<file path="config.mk">
export PLATFORM = sky130hd
export DESIGN_NAME = lsu_memreq
export DESIGN_NICKNAME = d
export VERILOG_FILES = /design/src/rtl/lsu_memreq.sv
export SDC_FILE = /design/constraint.sdc
export NUM_CORES = 1
export LEC_CHECK = 0
export CORE_MARGIN = 10
export CORE_UTILIZATION = 45
export DETAILED_ROUTE_END_ITERATION = 10
export PLACE_DENSITY_LB_ADDON = 0.12
export SYNTH_ARGS = -nofsm -noshare
export SYNTH_HDL_FRONTEND = slang
export SYNTH_SLANG_ARGS = --single-unit
</file>
<file path="constraint.sdc">
create_clock -name i_clk -period 4.5 [get_ports i_clk]
set_input_delay 0.9 -clock i_clk [delete_from_list [all_inputs] [get_ports i_clk]]
set_output_delay 0.9 -clock i_clk [all_outputs]
set_load 0.005 [all_outputs]
</file>
<file path="src/rtl/lsu_memreq.sv">
// lsu_memreq: RISC-V load/store initiator in front of a word-wide memacc memory.
// Each request runs as one transaction. Word stores write directly. Sub-word
// stores read the word, merge the new bytes, then write it back. Loads read the
// word, then select the byte lane and sign- or zero-extend it. Misaligned
// requests, illegal funct3 codes and read timeouts complete with an error
// response and never write memory.
module lsu_memreq #(
    parameter int TIMEOUT = 16
) (
    input  logic        i_clk,
    input  logic        i_rst,
    input  logic        i_req_valid,
    output logic        o_req_ready,
    input  logic        i_req_store,
    input  logic [2:0]  i_req_funct3,
    input  logic [31:0] i_req_addr,
    input  logic [31:0] i_req_wdata,
    output logic        o_resp_valid,
    output logic [31:0] o_resp_rdata,
    output logic        o_resp_error,
    output logic        o_mem_enable,
    output logic [31:0] o_mem_addr,
    output logic        o_mem_write_enable,
    output logic [31:0] o_mem_data_out,
    input  logic        i_mem_data_in_v,
    input  logic [31:0] i_mem_data_in
);

    localparam int CW = $clog2(TIMEOUT + 1);

    typedef enum logic [1:0] {
        IDLE  = 2'd0,
        READ  = 2'd1,
        WRITE = 2'd2,
        DONE  = 2'd3
    } state_t;

    // Illegal funct3: loads allow 000/001/010/100/101, stores allow 000/001/010.
    function automatic logic f_is_illegal(input logic st, input logic [2:0] f3);
        logic bad;
        bad = 1'b0;
        if (st) begin
            bad = f3[2] || (f3[1:0] == 2'b11);
        end else begin
            bad = (f3 == 3'b011) || (f3 == 3'b110) || (f3 == 3'b111);
        end
        return bad;
    endfunction

    // Halfwords must be 2-byte aligned, words 4-byte aligned.
    function automatic logic f_is_misaligned(input logic [2:0] f3, input logic [1:0] a);
        logic mis;
        mis = 1'b0;
        case (f3[1:0])
            2'b01:   mis = a[0];
            2'b10:   mis = (a != 2'b00);
            default: mis = 1'b0;
        endcase
        return mis;
    endfunction

    // Little-endian lane select followed by sign or zero extension.
    function automatic logic [31:0] f_load_extract(input logic [2:0] f3, input logic [1:0] a,
                                                   input logic [31:0] word);
        logic [31:0] sh;
        logic [31:0] res;
        sh  = word >> {a, 3'b000};
        res = 32'h0000_0000;
        case (f3)
            3'b000:  res = {{24{sh[7]}}, sh[7:0]};
            3'b001:  res = {{16{sh[15]}}, sh[15:0]};
            3'b010:  res = word;
            3'b100:  res = {24'h00_0000, sh[7:0]};
            3'b101:  res = {16'h0000, sh[15:0]};
            default: res = 32'h0000_0000;
        endcase
        return res;
    endfunction

    // Replace the addressed byte (SB) or halfword (SH) of the old word.
    function automatic logic [31:0] f_store_merge(input logic [2:0] f3, input logic [1:0] a,
                                                  input logic [31:0] old_word,
                                                  input logic [31:0] wdata);
        logic [4:0]  shamt;
        logic [31:0] mask;
        logic [31:0] res;
        shamt = 5'd0;
        mask  = 32'h0000_0000;
        res   = wdata;
        case (f3[1:0])
            2'b00: begin
                shamt = {a, 3'b000};
                mask  = 32'h0000_00FF << shamt;
                res   = (old_word & ~mask) | ((wdata & 32'h0000_00FF) << shamt);
            end
            2'b01: begin
                shamt = {a[1], 4'b0000};
                mask  = 32'h0000_FFFF << shamt;
                res   = (old_word & ~mask) | ((wdata & 32'h0000_FFFF) << shamt);
            end
            default: res = wdata;
        endcase
        return res;
    endfunction

    state_t       r_state;
    logic         r_store;
    logic [2:0]   r_funct3;
    logic [31:0]  r_addr;
    logic [31:0]  r_wdata;
    logic [CW-1:0] r_cnt;

    logic         r_req_ready;
    logic         r_resp_valid;
    logic [31:0]  r_resp_rdata;
    logic         r_resp_error;
    logic         r_mem_enable;
    logic [31:0]  r_mem_addr;
    logic         r_mem_write_enable;
    logic [31:0]  r_mem_data_out;

    logic         w_accept;
    logic         w_req_bad;
    logic         w_req_sw;
    logic [31:0]  w_load_data;
    logic [31:0]  w_merge_data;

    assign w_accept     = i_req_valid && r_req_ready;
    assign w_req_bad    = f_is_illegal(i_req_store, i_req_funct3) ||
                          f_is_misaligned(i_req_funct3, i_req_addr[1:0]);
    assign w_req_sw     = i_req_store && (i_req_funct3 == 3'b010);
    assign w_load_data  = f_load_extract(r_funct3, r_addr[1:0], i_mem_data_in);
    assign w_merge_data = f_store_merge(r_funct3, r_addr[1:0], i_mem_data_in, r_wdata);

    assign o_req_ready        = r_req_ready;
    assign o_resp_valid       = r_resp_valid;
    assign o_resp_rdata       = r_resp_rdata;
    assign o_resp_error       = r_resp_error;
    assign o_mem_enable       = r_mem_enable;
    assign o_mem_addr         = r_mem_addr;
    assign o_mem_write_enable = r_mem_write_enable;
    assign o_mem_data_out     = r_mem_data_out;

    // Transaction FSM; every output is registered and updated on the state change.
    always_ff @(posedge i_clk) begin
        if (i_rst) begin
            r_state            <= IDLE;
            r_store            <= 1'b0;
            r_funct3           <= 3'b000;
            r_addr             <= 32'h0000_0000;
            r_wdata            <= 32'h0000_0000;
            r_cnt              <= '0;
            r_req_ready        <= 1'b1;
            r_resp_valid       <= 1'b0;
            r_resp_rdata       <= 32'h0000_0000;
            r_resp_error       <= 1'b0;
            r_mem_enable       <= 1'b0;
            r_mem_addr         <= 32'h0000_0000;
            r_mem_write_enable <= 1'b0;
            r_mem_data_out     <= 32'h0000_0000;
        end else begin
            case (r_state)
                IDLE: begin
                    if (w_accept) begin
                        r_store     <= i_req_store;
                        r_funct3    <= i_req_funct3;
                        r_addr      <= i_req_addr;
                        r_wdata     <= i_req_wdata;
                        r_cnt       <= '0;
                        r_req_ready <= 1'b0;
                        if (w_req_bad) begin
                            // Rejected without touching memory.
                            r_state      <= DONE;
                            r_resp_valid <= 1'b1;
                            r_resp_rdata <= 32'h0000_0000;
                            r_resp_error <= 1'b1;
                        end else if (w_req_sw) begin
                            r_state            <= WRITE;
                            r_mem_enable       <= 1'b1;
                            r_mem_write_enable <= 1'b1;
                            r_mem_addr         <= {i_req_addr[31:2], 2'b00};
                            r_mem_data_out     <= i_req_wdata;
                        end else begin
                            // Loads and sub-word stores both start with a read.
                            r_state            <= READ;
                            r_mem_enable       <= 1'b1;
                            r_mem_write_enable <= 1'b0;
                            r_mem_addr         <= {i_req_addr[31:2], 2'b00};
                        end
                    end else begin
                        r_req_ready <= 1'b1;
                    end
                end
                READ: begin
                    if (i_mem_data_in_v) begin
                        if (r_store) begin
                            r_state            <= WRITE;
                            r_mem_write_enable <= 1'b1;
                            r_mem_addr         <= {r_addr[31:2], 2'b00};
                            r_mem_data_out     <= w_merge_data;
                        end else begin
                            r_state      <= DONE;
                            r_mem_enable <= 1'b0;
                            r_mem_addr   <= 32'h0000_0000;
                            r_resp_valid <= 1'b1;
                            r_resp_rdata <= w_load_data;
                            r_resp_error <= 1'b0;
                        end
                    end else if (r_cnt == CW'(TIMEOUT - 1)) begin
                        // Memory never answered: abort without writing.
                        r_state      <= DONE;
                        r_mem_enable <= 1'b0;
                        r_mem_addr   <= 32'h0000_0000;
                        r_resp_valid <= 1'b1;
                        r_resp_rdata <= 32'h0000_0000;
                        r_resp_error <= 1'b1;
                    end else begin
                        r_cnt <= r_cnt + CW'(1);
                    end
                end
                WRITE: begin
                    r_state            <= DONE;
                    r_mem_enable       <= 1'b0;
                    r_mem_write_enable <= 1'b0;
                    r_mem_addr         <= 32'h0000_0000;
                    r_mem_data_out     <= 32'h0000_0000;
                    r_resp_valid       <= 1'b1;
                    r_resp_rdata       <= 32'h0000_0000;
                    r_resp_error       <= 1'b0;
                end
                DONE: begin
                    r_state      <= IDLE;
                    r_resp_valid <= 1'b0;
                    r_resp_rdata <= 32'h0000_0000;
                    r_resp_error <= 1'b0;
                    r_req_ready  <= 1'b1;
                end
                default: begin
                    r_state            <= IDLE;
                    r_req_ready        <= 1'b1;
                    r_resp_valid       <= 1'b0;
                    r_resp_rdata       <= 32'h0000_0000;
                    r_resp_error       <= 1'b0;
                    r_mem_enable       <= 1'b0;
                    r_mem_addr         <= 32'h0000_0000;
                    r_mem_write_enable <= 1'b0;
                    r_mem_data_out     <= 32'h0000_0000;
                end
            endcase
        end
    end

endmodule

</file>
==> impl_metrics.tcl, run 1 <==
set metrics [dict create \
    status "finished, final reports clean" \
    die_w_um 158 \
    syn-cell-area_mm2 0.00854 \
    hold_viol_final 0 \
    tightest_slew_ns 1.29 \
    synth_cell_types 66 \
    h-tree-depth 4 \
    max_slew_margin 0.142 \
    reg2regPathDepth 6 \
    ys_top_cells_by_count "nand2_1 (190), dfxtp_1 (174), a21oi_1 (167), nor2_1 (65), clkbuf_1 (57)" \
    gr-usage-all-layers 0.223 \
    hold-path-cell-count 2 \
    slew_violations 0 \
    dp_hpwl_mm 19.9 \
    clkSinkCount 174 \
    gp_congestion 0.867 \
    synth_seq_cells 174 \
    cts.repair.resized 0 \
    clkLatencyLatePin_ns 0.44 \
    ctsHoldBuffers 0 \
    rows 50 \
    design_power_total_mw 7.11 \
    synthArstFlopShare 0 \
    setup_tns_ns 0 \
    grt_pass1_vias 8012 \
    leakage_nw 4.09 \
    crit_fanout 21 \
    ys_seq_area_frac 0.408 \
    synth_flop_cell "dfxtp_1" \
    vias 8338 \
    worstSetupPathType "input port to register" \
    synth_area_leaders "dfxtp_1 (41%), a21oi_1 (9.8%), nand2_1 (8.4%)" \
    ys_warn_count 0 \
    antenna_found_initial 1 \
    cts_inserted_buffers 17 \
    area_growth_pct 30.1 \
    period_needed_ns 3.26 \
    synth-edff-count 0 \
    place_area_mm2 0.0105 \
    synth.most_common_cell "nand2_1" \
    synth_top_area_cell "dfxtp_1" \
    timing.fmax_mhz 307 \
    rsz0062_at_grt "false" \
    coreArea_mm2 0.0187 \
    required_ns 4.85 \
    synthCells 1052 \
    io_pins 205 \
    r2r-start "r_state[0]" \
    fin_area_mm2 0.0111 \
    ir_worst_vdd_mv 0.379 \
    grt-ovfl-total 0 \
    avgRoutedWirePerCell_um 19.9 \
    final_cells 1439 \
    crit_arrival_ns 3.61 \
    dp_cells 1406 \
    endpoint_kind "register" \
    r2r_slack_ns 1.46 \
    cap_viol_max_count 0 \
    cts_setup_buffers 0 \
    min_from "r_addr[8]" \
    dr.pass1.iters 5 \
    cts.clk_slew.worst_paths_ns 0.07 \
    wl_mm 28.7 \
    power_density_mw_per_mm2 640 \
    drtIter0Drc 570 \
    rr_endpoint "o_mem_enable" \
    fin_crit_sh 0.725 \
    io_buffers 202 \
    cp-startpoint "i_req_funct3[0]" \
    dieArea_mm2 0.0249 \
    start_util 0.456 \
    holdWs_ns 0.450 \
    cp-start-kind "input port" \
    drcViolationCount 0 \
    synth_area_per_cell_um2 8.11 \
    grt_max_degree 84 \
    min_to "r_addr[8]" \
    hold_path_class "register to register" \
    vias_per_cell 5.79 \
    cts.path.max_buffers 2 \
    drtAntennaViolNets 0 \
    dieHeight_um 158 \
    grt_pass1_wl_mm 44.0 \
    skew_ns 0.00698 \
    drive_above_1_share 0.0681 \
    setup_viol 0 \
    cts_tree "done" \
    cts-root-buf "clkbuf_16" \
    finalNetCount 1305 \
    synth_top_area_share 0.408 \
]
per-stage QoR:
stage | setup WS, ns | utilization
after global placement | 0.866 | 0.563
after CTS | 1.24 | 0.594
after floorplan | 1.94 | -
final | 1.24 | 0.594
after global routing | 1.06 | 0.594
after detailed placement | 0.797 | 0.563
logic make-up (layout without fill, tap and decap cells):
| kind of cell | count (synthesis) | after routing | synth area share |
|---|---|---|---|
| DFF | 174 | 174 | 0.408 |
| muxes | 42 | 42 | 0.0507 |
| xor gates and xnor gates | 2 | 2 | 0.00205 |
| buffers and inverters | 118 | 269 | 0.0624 |
| other | 1 | 3 | 0.000439 |
| AOI/OAI and AO/OA | 360 | 360 | 0.283 |
| adders and majority gates | 11 | 11 | 0.0158 |
| and+or+nand+nor | 344 | 344 | 0.177 |
worst max-delay path, stage by stage:
cell             delay, ns
clkdlybuf4s50_1       0.52
inv_1                 0.07
ha_1                  0.26
or2_4                 0.29
a211oi_4              0.31
a31o_1                0.53
buf_4                 0.34
a31oi_1               0.11
a311oi_1              0.28
cell usage in the layout, fill, tap and decap left out, types with 11 or more instances in the layout:
cell               n
nand3_1           11
a21oi_1          167
and3_1            40
mux2i_1           32
inv_1             18
buf_4             15
o2bb2ai_1         32
a211oi_1          53
clkbuf_16         17
nor2_1            65
nand2_1          190
dfxtp_1          174
clkdlybuf4s50_1  201
nor3_1            12
power breakdown:
part           switching (mW)  internal (mW)
Combinational            1.90           1.44
Sequential              0.336           1.99
Clock                   0.658          0.785
Total                    2.89           4.22
sequential cells by signal (all words and copies together) (netlist names), 2 cells and up:
register and flops:
r_state 2, r_wdata 32, o_mem_data_out 32, o_mem_addr 30
r_funct3 3, r_cnt 5, o_resp_rdata 32, r_addr 32
final cells by class:
class | count | area [um2]
flip-flops and latches | 174 | 3480
clock buffers | 18 | 439
inverters | 20 | 75.1
clock inverters | 14 | 134
diodes | 1 | 2.50
fillers | 1721 | 7600
well taps | 234 | 293
multi-input cells | 761 | 4540
repair buffers | 217 | 2140
worst max path at each step:
stage | end | slack, ns | depth (start not counted)
2_1_floorplan | o_mem_addr[22] | 1.94 | 10
3_3_place_gp | o_mem_enable | 0.87 | 9
3_5_place_dp | o_mem_enable | 0.80 | 9
4_1_cts | o_mem_enable | 1.24 | 9
5_1_grt | o_mem_addr[17] | 1.06 | 9
6_report | o_mem_enable | 1.24 | 9
per-layer routing:
layer	global-route usage	routed length (um)
met1	0.277	12000
met2	0.363	13600
met3	0.0638	2480
met4	0.0757	562
met5	0	0
(Power assumes the default switching activity.)
==> inputs of run 2 (changes only) <==
==> constraint.sdc (replaced) <==
create_clock -name i_clk -period 2.8 [get_ports i_clk]
set_input_delay 0.56 -clock i_clk [delete_from_list [all_inputs] [get_ports i_clk]]
set_output_delay 0.56 -clock i_clk [all_outputs]
set_load 0.005 [all_outputs]
==> run 2 against run 1 <==
Utilization grew 1.8 points. Largest power group unchanged. Largest cell class unchanged. Routed wire length grew 0.33%. Clock power grew 60%. Power grew 66%. Setup slack lost 0.87 ns. Critical path depth is the same. First-iteration DRC count grew 18%. Die area is the same. Critical endpoint is now o_resp_rdata[24]. Non-clock buffer count grew 35. Count of clock-buffer cells in the layout is the same. Sequential power grew 58%. Cell count grew 2.4%.
==> impl_metrics.tcl, run 2 (synthesized netlist as in run 1, its figures left out) <==
set metrics [dict create \
    status "finished, final reports clean" \
    place_area_mm2 0.0109 \
    swShare 0.399 \
    io_buffers 202 \
    finalNetCount 1340 \
    vias 8389 \
    p_sw_mw 4.71 \
    final_common_cell "clkdlybuf4s50_1" \
    layout_common_cells "clkdlybuf4s50_1 (201), nand2_1 (190), dfxtp_1 (174)" \
    cp-start-kind "input port" \
    antenna_found_initial 1 \
    wl_mm 28.8 \
    cts_tree "done" \
    grt_pass1_wl_mm 44.4 \
    cap_viol_max_count 0 \
    dieHeight_um 158 \
    grt_use_met2 0.361 \
    cts.clk_slew.worst_paths_ns 0.07 \
    comb_power_share 0.493 \
    drcViolationCount 0 \
    holdWs_ns 0.450 \
    power_density_mw_per_mm2 1030 \
    h-tree-depth 4 \
    setup_viol 0 \
    required_ns 3.16 \
    timing.fmax_mhz 412 \
    die_w_um 158 \
    hold_viol_final 0 \
    crit_arrival_ns 2.79 \
    seq_power_share 0.312 \
    busiest_layer "met2" \
    gr-usage-met1 0.280 \
    pwr-share-clk 0.195 \
    avgRoutedWirePerCell_um 19.5 \
    design_power_total_mw 11.8 \
    leakage_nw 4.29 \
    skew_ns 0.00832 \
    tightest_slew_ns 0.899 \
    globalRouteMet3Util 0.0719 \
    period_needed_ns 2.43 \
    rsz0062_at_grt "false" \
    cts.repair.resized 0 \
    hold_path_class "register to register" \
    slew_violations 0 \
    gp_congestion 0.875 \
    area_growth_pct 34.1 \
    intPower_mw 7.09 \
    cts_inserted_buffers 17 \
    cts.path.max_buffers 2 \
    grt_max_degree 82 \
    crit_fanout 24 \
    drtAntennaViolNets 0 \
    ctsHoldBuffers 0 \
    dr.pass1.iters 5 \
    cts-root-buf "clkbuf_16" \
    ir_worst_vdd_mv 0.565 \
    rows 50 \
    endpoint_kind "register" \
    fin_area_mm2 0.0115 \
    clkLatencyLatePin_ns 0.44 \
    grt_pass1_vias 8057 \
    drtIter0Drc 671 \
    gr-usage-all-layers 0.224 \
    coreArea_mm2 0.0187 \
    fin_crit_sh 0.868 \
    cts_setup_buffers 0 \
    worstSetupPathType "input port to register" \
    start_util 0.456 \
    vias_per_cell 5.69 \
    dp_hpwl_mm 20.4 \
    clkSinkCount 174 \
    dieArea_mm2 0.0249 \
    drive_above_1_share 0.0936 \
    io_pins 205 \
    max_slew_margin 0.401 \
    grt-ovfl-total 0 \
]
## run 2: cell count changes in the layout (fill, tap and decap cells not counted), sizes merged
cell and delta:
buf +35, clkinv +1, inv -1
## run 2: critical path, stage by stage
cell and delay [ns]:
clkdlybuf4s50_1 0.48, inv_1 0.05, ha_1 0.28, and3b_2 0.23
a211oi_4 0.25, a311oi_2 0.15, nor2_2 0.43, buf_12 0.23
o2bb2ai_1 0.13
## run 2: metrics by stage
| step | util | setup TNS [ns] | setup WS [ns] | cells |
|---|---|---|---|---|
| 6_report | 0.612 | 0 | 0.370 | 1474 |
| 5_1_grt | 0.612 | 0 | 0.224 | 1473 |
| 4_1_cts | 0.612 | 0 | 0.366 | 1473 |
| 3_5_place_dp | 0.582 | -1.67 | -0.0788 | 1441 |
| 3_3_place_gp | 0.582 | -0.711 | -0.0318 | 1441 |
| 2_1_floorplan | - | 0 | 0.577 | 1053 |
## run 2: power groups by stage
stage                     sequential [mW]  clock [mW]  combinational (mW)
after floorplan                      3.63           0                3.41
after global placement               3.71           0                5.77
after detailed placement             3.71           0                5.84
after CTS                            3.68        2.33                5.86
after global routing                 3.76        2.45                6.39
final                                3.68        2.30                5.82
## run 2: layer usage
metal,vias up,share of wire
met1,3890,0.42
met2,330,0.47
met3,45,0.090
met4,0,0.021
li1,4124,-
met5,-,0
## run 2: final cells by class
type                    instances  area [um2]
well taps                     234         293
multi-input cells             761        4540
fillers                      1667        7250
clock buffers                  18         429
repair buffers                252        2490
clock inverters                14         136
diodes                          1        2.50
inverters                      20        75.1
flip-flops and latches        174        3480
## run 2: path summary, 6_finish.rpt
| path | cells after the start | slack [ns] | startpoint | end |
|---|---|---|---|---|
| worst min-delay path | 2 | 0.45 | r_addr[31] | r_addr[31] |
| worst max-delay path | 9 | 0.37 | i_req_funct3[0] | o_resp_rdata[24] |
| worst max register to register | 9 | 0.40 | r_cnt[0] | o_resp_rdata[24] |
| worst min register to register | 2 | 0.45 | r_addr[31] | r_addr[31] |
==> variant 1, RTL diff (flow settings as in run 2) <==
Make the reset (`i_rst`) asynchronous in one clocked block.
--- a/src/rtl/lsu_memreq.sv
+++ b/src/rtl/lsu_memreq.sv
@@ -144,3 +144,3 @@
     // Transaction FSM; every output is registered and updated on the state change.
-    always_ff @(posedge i_clk) begin
+    always_ff @(posedge i_clk or posedge i_rst) begin
         if (i_rst) begin
Function: differs if i_rst is asserted again (counterexample within 4 cycles, from zero or initial values and one cycle with i_rst high); with i_rst held inactive, the same outputs for 4 cycles.
==> variant 1 against run 2 <==
- wire length is 4.5% lower
- count of clock-buffer cells in the layout stayed put
- design area is 4.4% higher
- power is 16% higher
- sequential cell count stayed put
- synthesized area is 4.3% higher
- worst setup slack worse by 0.065 ns
- non-clock buffer count is 18 lower
- register-to-register slack hardly changed
- critical endpoint is now o_resp_rdata[20]$_DFFE_PP0P_
- largest cell class is now registers
- highest routed layer is now met5
==> variant 1: results (changes against run 2) <==
| Metric | Value |
|---|---|
| Synth Area in Adders | 1.40% (-0.18 points) |
| Clock Tree Root | clkbuf_16 |
| Hold_buf cts | 0 (unchanged) |
| YS warnings | 0 (unchanged) |
| PortBufs | 202 (unchanged) |
| Final setup violation count | 0 (unchanged) |
| Synth cell types | 55 (-17%) |
| Synth Area in Compound Gates | 19.9% (-8.5 points) |
| Reg-to-reg endpoint | o_resp_rdata[20]$_DFFE_PP0P_ |
| Worst Setup SP | i_req_funct3[0] |
| Syn Area/Cell | 10.0 sq um (+23%) |
| Seq/Total Area, Yosys | 48.9% (+8.1 points) |
| Crit path max-delay family | simple AND/OR/NAND/NOR gates |
| Worst Tran Pin Value | 1.14 ns (+0.237 ns) |
| Clock Latency Late Sink | 0.44 ns (about the same) |
| Largest net degree at the start of global routing | 71 (-13%) |
| Crit path max fanout | 17 (-29%) |
| Synth top area cells | dfrtp_1 (49%), mux2_2 (9.7%), o21ai_0 (6.9%) |
| Top_reg_cell synth | dfrtp_1 |
| Nets@finish | 1194 (-11%) |
| Worst R2R Path Depth | 7 (-2) |
| Global-route wire length before repair | 43.7 mm (-1.5%) |
| Routed wire length | 27.5 mm (-4.5%) |
| Gpl congestion | 0.882 (+0.80%) |
| Clock buffer depth | 2 (unchanged) |
| CP max-delay cell | nor3_4 |
| VDD IR-drop max | 0.588 mV (+4.1%) |
| Placed cell count | 1326 (-8.0%) |
| Via density per instance | 5.48 (-3.7%) |
| Fillers | 1668 (+0.060%) |
| TritonCTS Buffers | 17 (unchanged) |
| Fin cells | 1360 (-7.7%) |
| Pre-antenna DRT Iters | 5 (unchanged) |
| Asr flop ratio synth | 100% (+100 points) |
| Initial antenna violation count | 6 (+5) |
| Total GRT Usage | 21.2% (-1.2 points) |
| Vias in the first global route | 7784 (-3.4%) |
| Mux contribution to synthesized area | 13.9% (+8.8 points) |
| Hold Crit Class | input port to async pin |
| Post-CTS Setup Inserts | 0 (unchanged) |
| Status | complete, no violations |
| Slowest stage delay, CP | 0.60 ns (+0.12 ns) |
| Worst r2r src | r_state[0]$_DFFE_PP0P_ |
| Clk_skew | 0.0150 ns (+0.00667 ns) |
| CP Data Arrival Time | 2.87 ns (+0.08 ns) |
| H-tree depth | 4 (unchanged) |
| Post-Synth XOR/XNOR Area | 0% (-0.21 points) |
| Top cells by count, synth | dfrtp_1 (173), nand2_1 (141), o21ai_0 (123) |
| Post-DP HPWL | 20.1 mm (-1.8%) |
| Starting DRC count in detailed routing | 379 (-44%) |
| Worst setup EP type | register |
| P_leak | 5.23 nW (+22%) |
| Clock slew at reported path FFs | 0.08 ns |
| Post-CTS sizing | 0 (unchanged) |
| Share of cells above drive strength 1 | 15.0% (+5.6 points) |
variant 1: cell types whose count changed after synthesis, sizes merged, moves of 25 or more:
| cell | before | now |
|---|---|---|
| a21oi | 168 | 29 |
| a211oi | 57 | 0 |
| dfrtp | 0 | 173 |
| o2bb2ai | 32 | 7 |
| dfxtp | 174 | 0 |
| nor2 | 66 | 28 |
| o21ai | 12 | 125 |
| and3 | 41 | 1 |
| mux2 | 10 | 77 |
| nand2 | 191 | 141 |
variant 1: layout make-up:
type                       count  area (sq um)  area share, %
sequential                   174          4360           36.4
multi-input combinational    608          4110           34.4
timing repair buffer         234          2350           19.7
clock buffer                  18           439           3.67
tap                          265           332           2.77
clock inverter                14           195           1.63
inverter                      45           173           1.44
antenna                        2          5.00         0.0419
variant 1: through the flow:
stage | worst slack, ns | hold WS, ns | instance area (sq um) | power, mW | setup TNS (ns)
6_report | 0.306 | 0.404 | 12000 | 13.7 | 0
5_1_grt | 0.206 | 0.405 | 12000 | 14.7 | 0
4_1_cts | 0.342 | 0.399 | 12000 | 13.8 | 0
3_5_place_dp | -0.114 | 0.469 | 11300 | 11.2 | -1.83
3_3_place_gp | -0.0193 | 0.460 | 11300 | 11.1 | -0.274
2_1_floorplan | 0.0162 | 0.450 | 8910 | 8.44 | 0
variant 1: where the power goes:
part | switching (mW) | internal, mW | leakage, nW
combinational | 3.47 | 3.33 | 2.70
clock | 1.15 | 1.39 | 0.310
sequential | 0.757 | 3.57 | 2.22
variant 1: routing by layer:
metal	global-route usage, %	wire, um	vias to the layer above
met5	0	29	-
li1	-	-	3571
met1	25.6	11600	3602
met4	6.91	618	4
met2	34.8	13200	233
met3	7.29	2020	41
==> variant 2, RTL diff (settings of run 2) <==
Without the edit above. `TIMEOUT`: 16 -> 32.
--- a/src/rtl/lsu_memreq.sv
+++ b/src/rtl/lsu_memreq.sv
@@ -7,3 +7,3 @@
 module lsu_memreq #(
-    parameter int TIMEOUT = 16
+    parameter int TIMEOUT = 32
 ) (
Formal check against the unedited RTL: same outputs for any inputs over 4 cycles, from zero or initial values and one cycle with i_rst high; that may be too few to reach the edited logic, so the function may still have changed.
==> variant 2 against run 2 <==
- synthesized area grew 1.4%
- clock skew grew 0.0010 ns
- worst setup slack lost 0.055 ns
- cell count grew 1.6%
- wire length grew 4.5%
- sequential cell count grew 1
- via count grew 3.4%
- design area grew 1.2%
- power grew 0.31%
- sequential share of layout area shrank 0.19 points
- count of clock-buffer cells in the layout is the same
- largest power group unchanged
- highest routed layer unchanged
==> variant 2: results (changes against run 2) <==
| Metric | Value |
|---|---|
| Gpl congestion | 0.927 (+5.9%) |
| Routed wire length | 30.1 mm (+4.5%) |
| Worst Tran Pin Value | 0.984 ns (+0.0857 ns) |
| Starting DRC count in detailed routing | 673 (+0.30%) |
| Synth cell types | 69 (+4.5%) |
| Share of cells above drive strength 1 | 8.97% (-0.40 points) |
| Worst slack, placed | -0.0320 ns (+0.0468 ns) |
| Met2 Routed Length | 13.4 mm (-1.7%) |
| Via density per instance | 5.79 (+1.8%) |
| Pre-antenna DRT Iters | 5 (unchanged) |
| Nets@finish | 1338 (-0.15%) |
| P_leak | 4.21 nW (-1.8%) |
| Routed met1 length | 13.6 mm (+13%) |
| Vias in the first global route | 8154 (+1.2%) |
| Ant diodes | 0 (-1) |
| Crit path max fanout | 10 (-58%) |
| Status | complete, no violations |
| Seq/Total Area, Yosys | 40.5% (-0.34 points) |
| CP max-delay cell | a21oi_1 |
| Synth top area cells | dfxtp_1 (40%), a21oi_1 (10%), nand2_1 (7.5%) |
| VDD IR-drop max | 0.610 mV (+7.9%) |
| CP Data Arrival Time | 2.82 ns (+0.03 ns) |
| Post-CTS sizing | 0 (unchanged) |
| Top cells by count, synth | a21oi_1 (181), dfxtp_1 (175), nand2_1 (174) |
| Post-DP HPWL | 21.6 mm (+5.4%) |
| Dpl cell area | 0.0110 sq mm (+1.1%) |
| Initial antenna violation count | 0 (-1) |
| Largest net degree at the start of global routing | 57 (-30%) |
| Clk_skew | 0.00935 ns (+0.00104 ns) |
| Met3 WL | 2.71 mm (+4.7%) |
| Global-route wire length before repair | 46.8 mm (+5.3%) |
variant 2: cell count changes after synthesis, sizes merged, moves of 13 or more:
| cell | run 2 | this run |
|---|---|---|
| a21oi | 168 | 181 |
| a221oi | 0 | 15 |
| nand2 | 191 | 176 |
| nor2 | 66 | 51 |
| nor2b | 4 | 20 |
| o2bb2ai | 32 | 7 |
| o32ai | 0 | 16 |
variant 2: area by class of cell:
| type | count | area (sq um) |
|---|---|---|
| Clock buffer | 18 | 439 |
| Clock inverter | 14 | 145 |
| Fill cell | 1650 | 7240 |
| Inverter | 25 | 93.8 |
| Multi-Input combinational cell | 762 | 4620 |
| Sequential cell | 175 | 3500 |
| Tap cell | 260 | 325 |
| Timing Repair Buffer | 244 | 2460 |
variant 2: path summary, 6_finish.rpt:
| path | startpoint | endpoint | slack [ns] | depth (start not counted) |
|---|---|---|---|---|
| max | r_state[0]$_SDFFE_PP0P_ | o_mem_data_out[5]$_SDFFE_PP0P_ | 0.32 | 6 |
| min | r_addr[16]$_SDFFE_PP0P_ | r_addr[16]$_SDFFE_PP0P_ | 0.45 | 2 |
| max reg2reg | r_state[0]$_SDFFE_PP0P_ | o_mem_data_out[5]$_SDFFE_PP0P_ | 0.32 | 6 |
| min reg2reg | r_addr[16]$_SDFFE_PP0P_ | r_addr[16]$_SDFFE_PP0P_ | 0.45 | 2 |
variant 2: worst max-delay path: cells and delay by family (launching register included):
kind | cells | cell delay (ns)
buffers and inverters | 1 | 0.10
DFF | 1 | 0.39
AOI/OAI and AO/OA | 3 | 1.08
and+or+nand+nor | 1 | 0.28
adders and majority gates | 1 | 0.53
variant 2: stage by stage:
| stage | util (%) | total power [mW] | cells | TNS, ns |
|---|---|---|---|---|
| global route | 61.5 | 12.6 | 1498 | 0 |
| CTS | 61.5 | 11.9 | 1498 | 0 |
| floorplan | - | 7.07 | 1052 | 0 |
| global placement | 58.4 | 9.43 | 1466 | 0 |
| detailed placement | 58.4 | 9.48 | 1466 | -0.308 |
| finish | 61.5 | 11.8 | 1498 | 0 |
variant 2: kinds of logic after synthesis:
| family | after synthesis | share of synthesized area (%) |
|---|---|---|
| AO/OA/AOI/OAI | 389 | 29.5 |
| AND/OR/NAND/NOR | 311 | 16.2 |
| flip-flops | 175 | 40.5 |
| buffers and inverters | 115 | 6.39 |
| multiplexers | 49 | 5.92 |
| adder cells (fa/ha/maj) | 9 | 1.30 |
| XOR/XNOR | 2 | 0.202 |
| other | 1 | 0.0433 |
variant 2: metal layers:
layer  vias up  global-route usage [%]
met3        28                    6.71
met5         -                       0
met2       388                    33.7
met4         0                    5.95
met1      4084                    30.6
li1       4178                       -
variant 2: power breakdown:
group	internal, mW	leakage, nW	switching, mW
Sequential	3.22	1.43	0.467
Combinational	2.55	2.50	3.25
Clock	1.21	0.275	1.14
